===== config.mk =====
export PLATFORM = sky130hd
export DESIGN_NAME = bcd_seg_scan
export DESIGN_NICKNAME = d
export VERILOG_FILES = /design/src/rtl/bcd_seg_scan.sv
export SDC_FILE = /design/constraint.sdc
export NUM_CORES = 1
export LEC_CHECK = 0
export CAP_MARGIN = 10
export CELL_PAD_IN_SITES_DETAIL_PLACEMENT = 0
export CELL_PAD_IN_SITES_GLOBAL_PLACEMENT = 1
export CORE_ASPECT_RATIO = 0.9
export CORE_UTILIZATION = 25
export CTS_CLUSTER_DIAMETER = 150
export DETAILED_ROUTE_END_ITERATION = 7
export PLACE_DENSITY_LB_ADDON = 0.1
export RECOVER_POWER = 50
export SETUP_SLACK_MARGIN = 0.02
export SYNTH_ARGS = -nofsm -noshare
export SYNTH_HDL_FRONTEND = slang
export SYNTH_SLANG_ARGS = --single-unit

===== constraint.sdc =====
create_clock -name clk -period 4.59 [get_ports clk]
set_input_delay 0.6885 -clock clk [delete_from_list [all_inputs] [get_ports clk]]
set_output_delay 0.6885 -clock clk [all_outputs]
set_load 0.01 [all_outputs]

===== src/rtl/bcd_seg_scan.sv =====
// bcd_seg_scan: multiplexed 7-segment driver for packed BCD digits.
// Snapshots bcd_in on load, then scans the digits one at a time. Each slot is
// SCAN_DIV clocks: one blank guard clock followed by SCAN_DIV-1 lit clocks.
//
// Optional feature macro: LEADING_ZERO_BLANK_EN
//   When defined, leading zero digits (d>0, this and every higher digit == 0)
//   are decoded as blank segments; digit 0 is never blanked.
//
// Ports:
//   clk        in   system clock, rising edge
//   reset_n    in   asynchronous active-low reset
//   bcd_in     in   packed BCD, digit d = bcd_in[4d+3:4d]
//   load       in   capture bcd_in into the snapshot on this edge
//   seg        out  {g,f,e,d,c,b,a}, active-high, registered
//   dig_en     out  one-hot digit enable, active-high, registered
//   frame_tick out  one-clock pulse when the scan index wraps to digit 0
module bcd_seg_scan #(
    parameter int unsigned NUM_DIGITS = 4,
    parameter int unsigned SCAN_DIV   = 16
) (
    input  logic                      clk,
    input  logic                      reset_n,
    input  logic [4*NUM_DIGITS-1:0]   bcd_in,
    input  logic                      load,
    output logic [6:0]                seg,
    output logic [NUM_DIGITS-1:0]     dig_en,
    output logic                      frame_tick
);

    localparam int unsigned IDX_W = (NUM_DIGITS > 1) ? $clog2(NUM_DIGITS) : 1;
    localparam int unsigned DIV_W = $clog2(SCAN_DIV);
    localparam logic [DIV_W-1:0] DIV_LAST = DIV_W'(SCAN_DIV - 1);
    localparam logic [IDX_W-1:0] IDX_LAST = IDX_W'(NUM_DIGITS - 1);

    logic [4*NUM_DIGITS-1:0] r_snap;
    logic [DIV_W-1:0]        r_div_cnt;
    logic [IDX_W-1:0]        r_idx;
    logic [6:0]              r_seg;
    logic [NUM_DIGITS-1:0]   r_dig_en;
    logic                    r_frame_tick;

    logic                    w_div_wrap;
    logic                    w_idx_last;
    logic [DIV_W-1:0]        w_div_nxt;
    logic [IDX_W-1:0]        w_idx_nxt;
    logic [3:0]              w_digit;
    logic [NUM_DIGITS-1:0]   w_onehot;
    logic [6:0]              w_seg_dec;
    logic [6:0]              w_seg_nxt;

    // BCD to {g,f,e,d,c,b,a}; non-decimal codes blank the digit
    function automatic logic [6:0] seg_decode(input logic [3:0] v);
        case (v)
            4'd0:    seg_decode = 7'h3F;
            4'd1:    seg_decode = 7'h06;
            4'd2:    seg_decode = 7'h5B;
            4'd3:    seg_decode = 7'h4F;
            4'd4:    seg_decode = 7'h66;
            4'd5:    seg_decode = 7'h6D;
            4'd6:    seg_decode = 7'h7D;
            4'd7:    seg_decode = 7'h07;
            4'd8:    seg_decode = 7'h7F;
            4'd9:    seg_decode = 7'h6F;
            default: seg_decode = 7'h00;
        endcase
    endfunction

    // Prescaler and scan index next state
    always_comb begin
        w_div_wrap = (r_div_cnt == DIV_LAST);
        w_idx_last = (r_idx == IDX_LAST);
        w_div_nxt  = w_div_wrap ? '0 : r_div_cnt + DIV_W'(1);
        w_idx_nxt  = r_idx;
        if (w_div_wrap) begin
            w_idx_nxt = w_idx_last ? '0 : r_idx + IDX_W'(1);
        end
    end

`ifdef LEADING_ZERO_BLANK_EN
    logic [NUM_DIGITS-1:0] w_blank;
    logic                  w_zero_run;
    logic                  w_blank_sel;

    // Digit d is blank when it and every more significant digit are zero
    always_comb begin
        w_blank    = '0;
        w_zero_run = 1'b1;
        for (int d = int'(NUM_DIGITS) - 1; d >= 1; d--) begin
            w_zero_run = w_zero_run & (r_snap[4*d +: 4] == 4'd0);
            w_blank[d] = w_zero_run;
        end
    end
`endif

    // Select the active digit and build the one-hot enable
    always_comb begin
        w_digit  = '0;
        w_onehot = '0;
`ifdef LEADING_ZERO_BLANK_EN
        w_blank_sel = 1'b0;
`endif
        for (int d = 0; d < int'(NUM_DIGITS); d++) begin
            if (r_idx == IDX_W'(d)) begin
                w_digit     = r_snap[4*d +: 4];
                w_onehot[d] = 1'b1;
`ifdef LEADING_ZERO_BLANK_EN
                w_blank_sel = w_blank[d];
`endif
            end
        end
    end

    always_comb begin
        w_seg_dec = seg_decode(w_digit);
`ifdef LEADING_ZERO_BLANK_EN
        w_seg_nxt = w_blank_sel ? 7'h00 : w_seg_dec;
`else
        w_seg_nxt = w_seg_dec;
`endif
    end

    // State and registered outputs; load never touches the scan timing
    always_ff @(posedge clk or negedge reset_n) begin
        if (!reset_n) begin
            r_snap       <= '0;
            r_div_cnt    <= '0;
            r_idx        <= '0;
            r_seg        <= 7'h00;
            r_dig_en     <= '0;
            r_frame_tick <= 1'b0;
        end else begin
            if (load) begin
                r_snap <= bcd_in;
            end
            r_div_cnt    <= w_div_nxt;
            r_idx        <= w_idx_nxt;
            r_seg        <= w_seg_nxt;
            // div_cnt==0 is the guard clock that separates digits
            r_dig_en     <= (r_div_cnt == '0) ? '0 : w_onehot;
            r_frame_tick <= w_div_wrap & w_idx_last;
        end
    end

    assign seg        = r_seg;
    assign dig_en     = r_dig_en;
    assign frame_tick = r_frame_tick;

endmodule


==> impl_results.md <==
- GRT Util Overall: 10.6%
- Post-CTS sizing: 0
- Max Root-Sink Buffers: 2
- Cell variety after synth: 35
- Crit path DAT: 2.81 ns
- Top delay family on crit path: compound AO/OA/AOI/OAI gates
- Clock Skew: 0.00686 ns
- Violated checks: max-capacitance violations, max-slew violations
- Placed cells: 244
- Core ar.: 0.00618 mm^2
- Cell Rows: 27
- Antenna violations before repair: 0
- Count of hold-fix buffers inserted at cts: 0
- Total CTS buffers: 5
- Ys Warns: 0
- Crit-path max cell delay: 0.54 ns
- DRC violations left: 0
- Clock insertion delay at the later pin of the skew report: 0.27 ns
- Reg clk slew, reported paths: 0.06 ns
- Fin nets: 195
- RSZ-0062 raised after global routing: no
- Die height: 78.2 um
- Via count: 1065
- Outcome: complete, but fails checks
- Hold Fails Final Rpt: 0
- Antenna Nets Post-Route: 0
- Multi-input combinational cell area: 702 um^2
- Setup total negative slack: 0 ns
- N_diodes: 0
- Clock root buffer: clkbuf_8
- Fin crit period: 2.63 ns
- Cell Area, Synth: 0.00161 mm^2
- Drt first pass iters: 4
- Post-synthesis register bit count: 34
- Type of the worst min-delay path: flop to flop
- Worst path bufs/invs: 1
- Initial Util: 26.1%
- Most used cell, CP: ha_1
- Filler Cell Count: 623
- Leak pwr: 0.913 nW
- Setup CP Type: flop to flop
- FMAX: 381 MHz
- I/O pin total: 31
- TritonCTS clock tree: yes
- Register area share after synthesis: 52.8%
- Routability cong.: 0.692
- Final HPWL DP: 2.41 mm
- Sequential cell area: 851 um^2
- First-pass GRT wire length: 5.53 mm
- Hold slack: 0.484 ns
- Peak supply drop: 0.150 mV
- Post-synth EDFFs: 0
- Max-slew violation count: 35
- Largest net degree at the start of global routing: 35
- Grt ovf: 0
- PD cells: 313 mW/mm^2
- Worst slew pin tran: 1.82 ns
- CTS H-Tree Depth: 2
- Worst path required time: 4.78 ns
- Buffers on Ports: 30
- Initial DRC count: 27
- Full die area: 0.00678 mm^2
- Final setup viols: 0
- Syn Inst Count: 129
- Area grow syn2layout: 30.1%
- CTS sink cnt: 34
- Final Instance Count excl. Fillers: 252
- Tcrit/Tclk final: 57.2%
- Ys flop type: dfrtp_1
- Worst Path Max Fanout: 13
- Die W: 86.7 um
- Drt total wl: 3.07 mm
- CP Cell Sequence: ha_1 > a211oi_1 > a211oi_2 > inv_1 > ha_1 > or4_1 > o211ai_1
- Vias in the first global route: 1163
- Critical Path End Type: flop
- Total of max-cap violations: 1
- Startpoint Class: flop
- Setup Buffers After CTS: 0
- Post-synth ARST share: 100%
- Slowest cell on crit path: or4_1
- Layout cell share with drive strength beyond 1: 17.6%
- Synth Area per Inst: 12.5 um^2
- Syn Nets: 160
- DR WL/cell: 12.2 um
- Vias/cell: 4.23
- Overall Power: 656 uW
- Slew margin rel.: -21.2%
## per-stage QoR
| step | instance area (um^2) | worst slack, ns | util [%] |
|---|---|---|---|
| 3_3_place_gp | 2010 | 2.08 | 32.5 |
| 2_1_floorplan | 1610 | 2.31 | - |
| 3_5_place_dp | 2010 | 1.97 | 32.5 |
| 5_1_grt | 2100 | 1.66 | 33.9 |
| 4_1_cts | 2100 | 1.95 | 34.0 |
| 6_report | 2100 | 1.96 | 33.9 |
## path summary, 6_finish.rpt
path                       depth (start not counted)          from  slack (ns)      endpoint
max                                                7      r_idx[0]        1.96        seg[0]
min                                                1  r_div_cnt[0]        0.48  r_div_cnt[0]
max reg2reg                                        7      r_idx[0]        1.96        seg[0]
min reg2reg                                        1  r_div_cnt[0]        0.48  r_div_cnt[0]
max in group asynchronous                          2       reset_n        2.09     r_snap[3]
min in group asynchronous                          2       reset_n        1.44  r_div_cnt[1]
## cell families after synthesis
family	share of synthesized area (%)
and+or+nand+nor	11.1
muxes	11.2
adders and majority gates	9.31
AOI/OAI and AO/OA	11.4
buffers and inverters	3.72
xor gates and xnor gates	0.543
DFF	52.8
## cells in the final DEF (no fill, tap or decap), drive strengths merged, types with 3 or more instances in the layout
cell	n
clkbuf	8
a21oi	3
nor3b	4
dfrtp	34
ha	12
a211oi	4
inv	11
o211ai	4
nor2b	7
o21ai	5
nand3b	3
mux2	16
clkdlybuf4s50	29
nand2	4
## sequential cells by signal, summed over array words and instances, names as in the netlist
register and count:
dig_en 4, frame_tick 1, r_div_cnt 4, r_idx 2
r_snap 16, seg 7
## synthesized netlist by cell type (2+ instances only)
library cell   n  area (um^2)
nand2_1        4         15.0
o21ai_1        2         10.0
a211oi_1       3         22.5
mux2_2        15          169
inv_1         11         41.3
nor2b_1        5         31.3
nand3b_1       3         22.5
o21ai_0        3         15.0
a21o_1         2         15.0
nor2_1         2         7.51
clkbuf_1       2         7.51
ha_1          12          150
dfrtp_1       34          851
a21oi_1        3         15.0
o211ai_1       4         30.0
nor3b_1        4         30.0
nor3_1         2         10.0
## power by group
part	total [mW]	internal (mW)	leakage (nW)	switching, mW
Clock	0.218	0.121	0.0482	0.0972
Combinational	0.101	0.0585	0.452	0.0426
Sequential	0.337	0.324	0.413	0.0124
Total	0.656	0.504	0.913	0.152
## layout make-up
| class | instances | share of cell area (%) |
|---|---|---|
| clock buffers | 7 | 4.11 |
| repair buffers | 31 | 14.5 |
| multi-input cells | 81 | 33.5 |
| well taps | 87 | 5.19 |
| flip-flops and latches | 34 | 40.5 |
| inverters | 11 | 1.97 |
| clock inverters | 1 | 0.239 |
## per-layer routing
layer  vias to the layer above  track usage (%)  share of wire, %
li1                        525                -                 -
met1                       511             13.4                47
met2                        27             17.5                47
met3                         2             3.05               5.4
met4                         0             3.50              0.85
met5                         -                0                 0
Note: power is estimated with default switching activity, not from simulation.
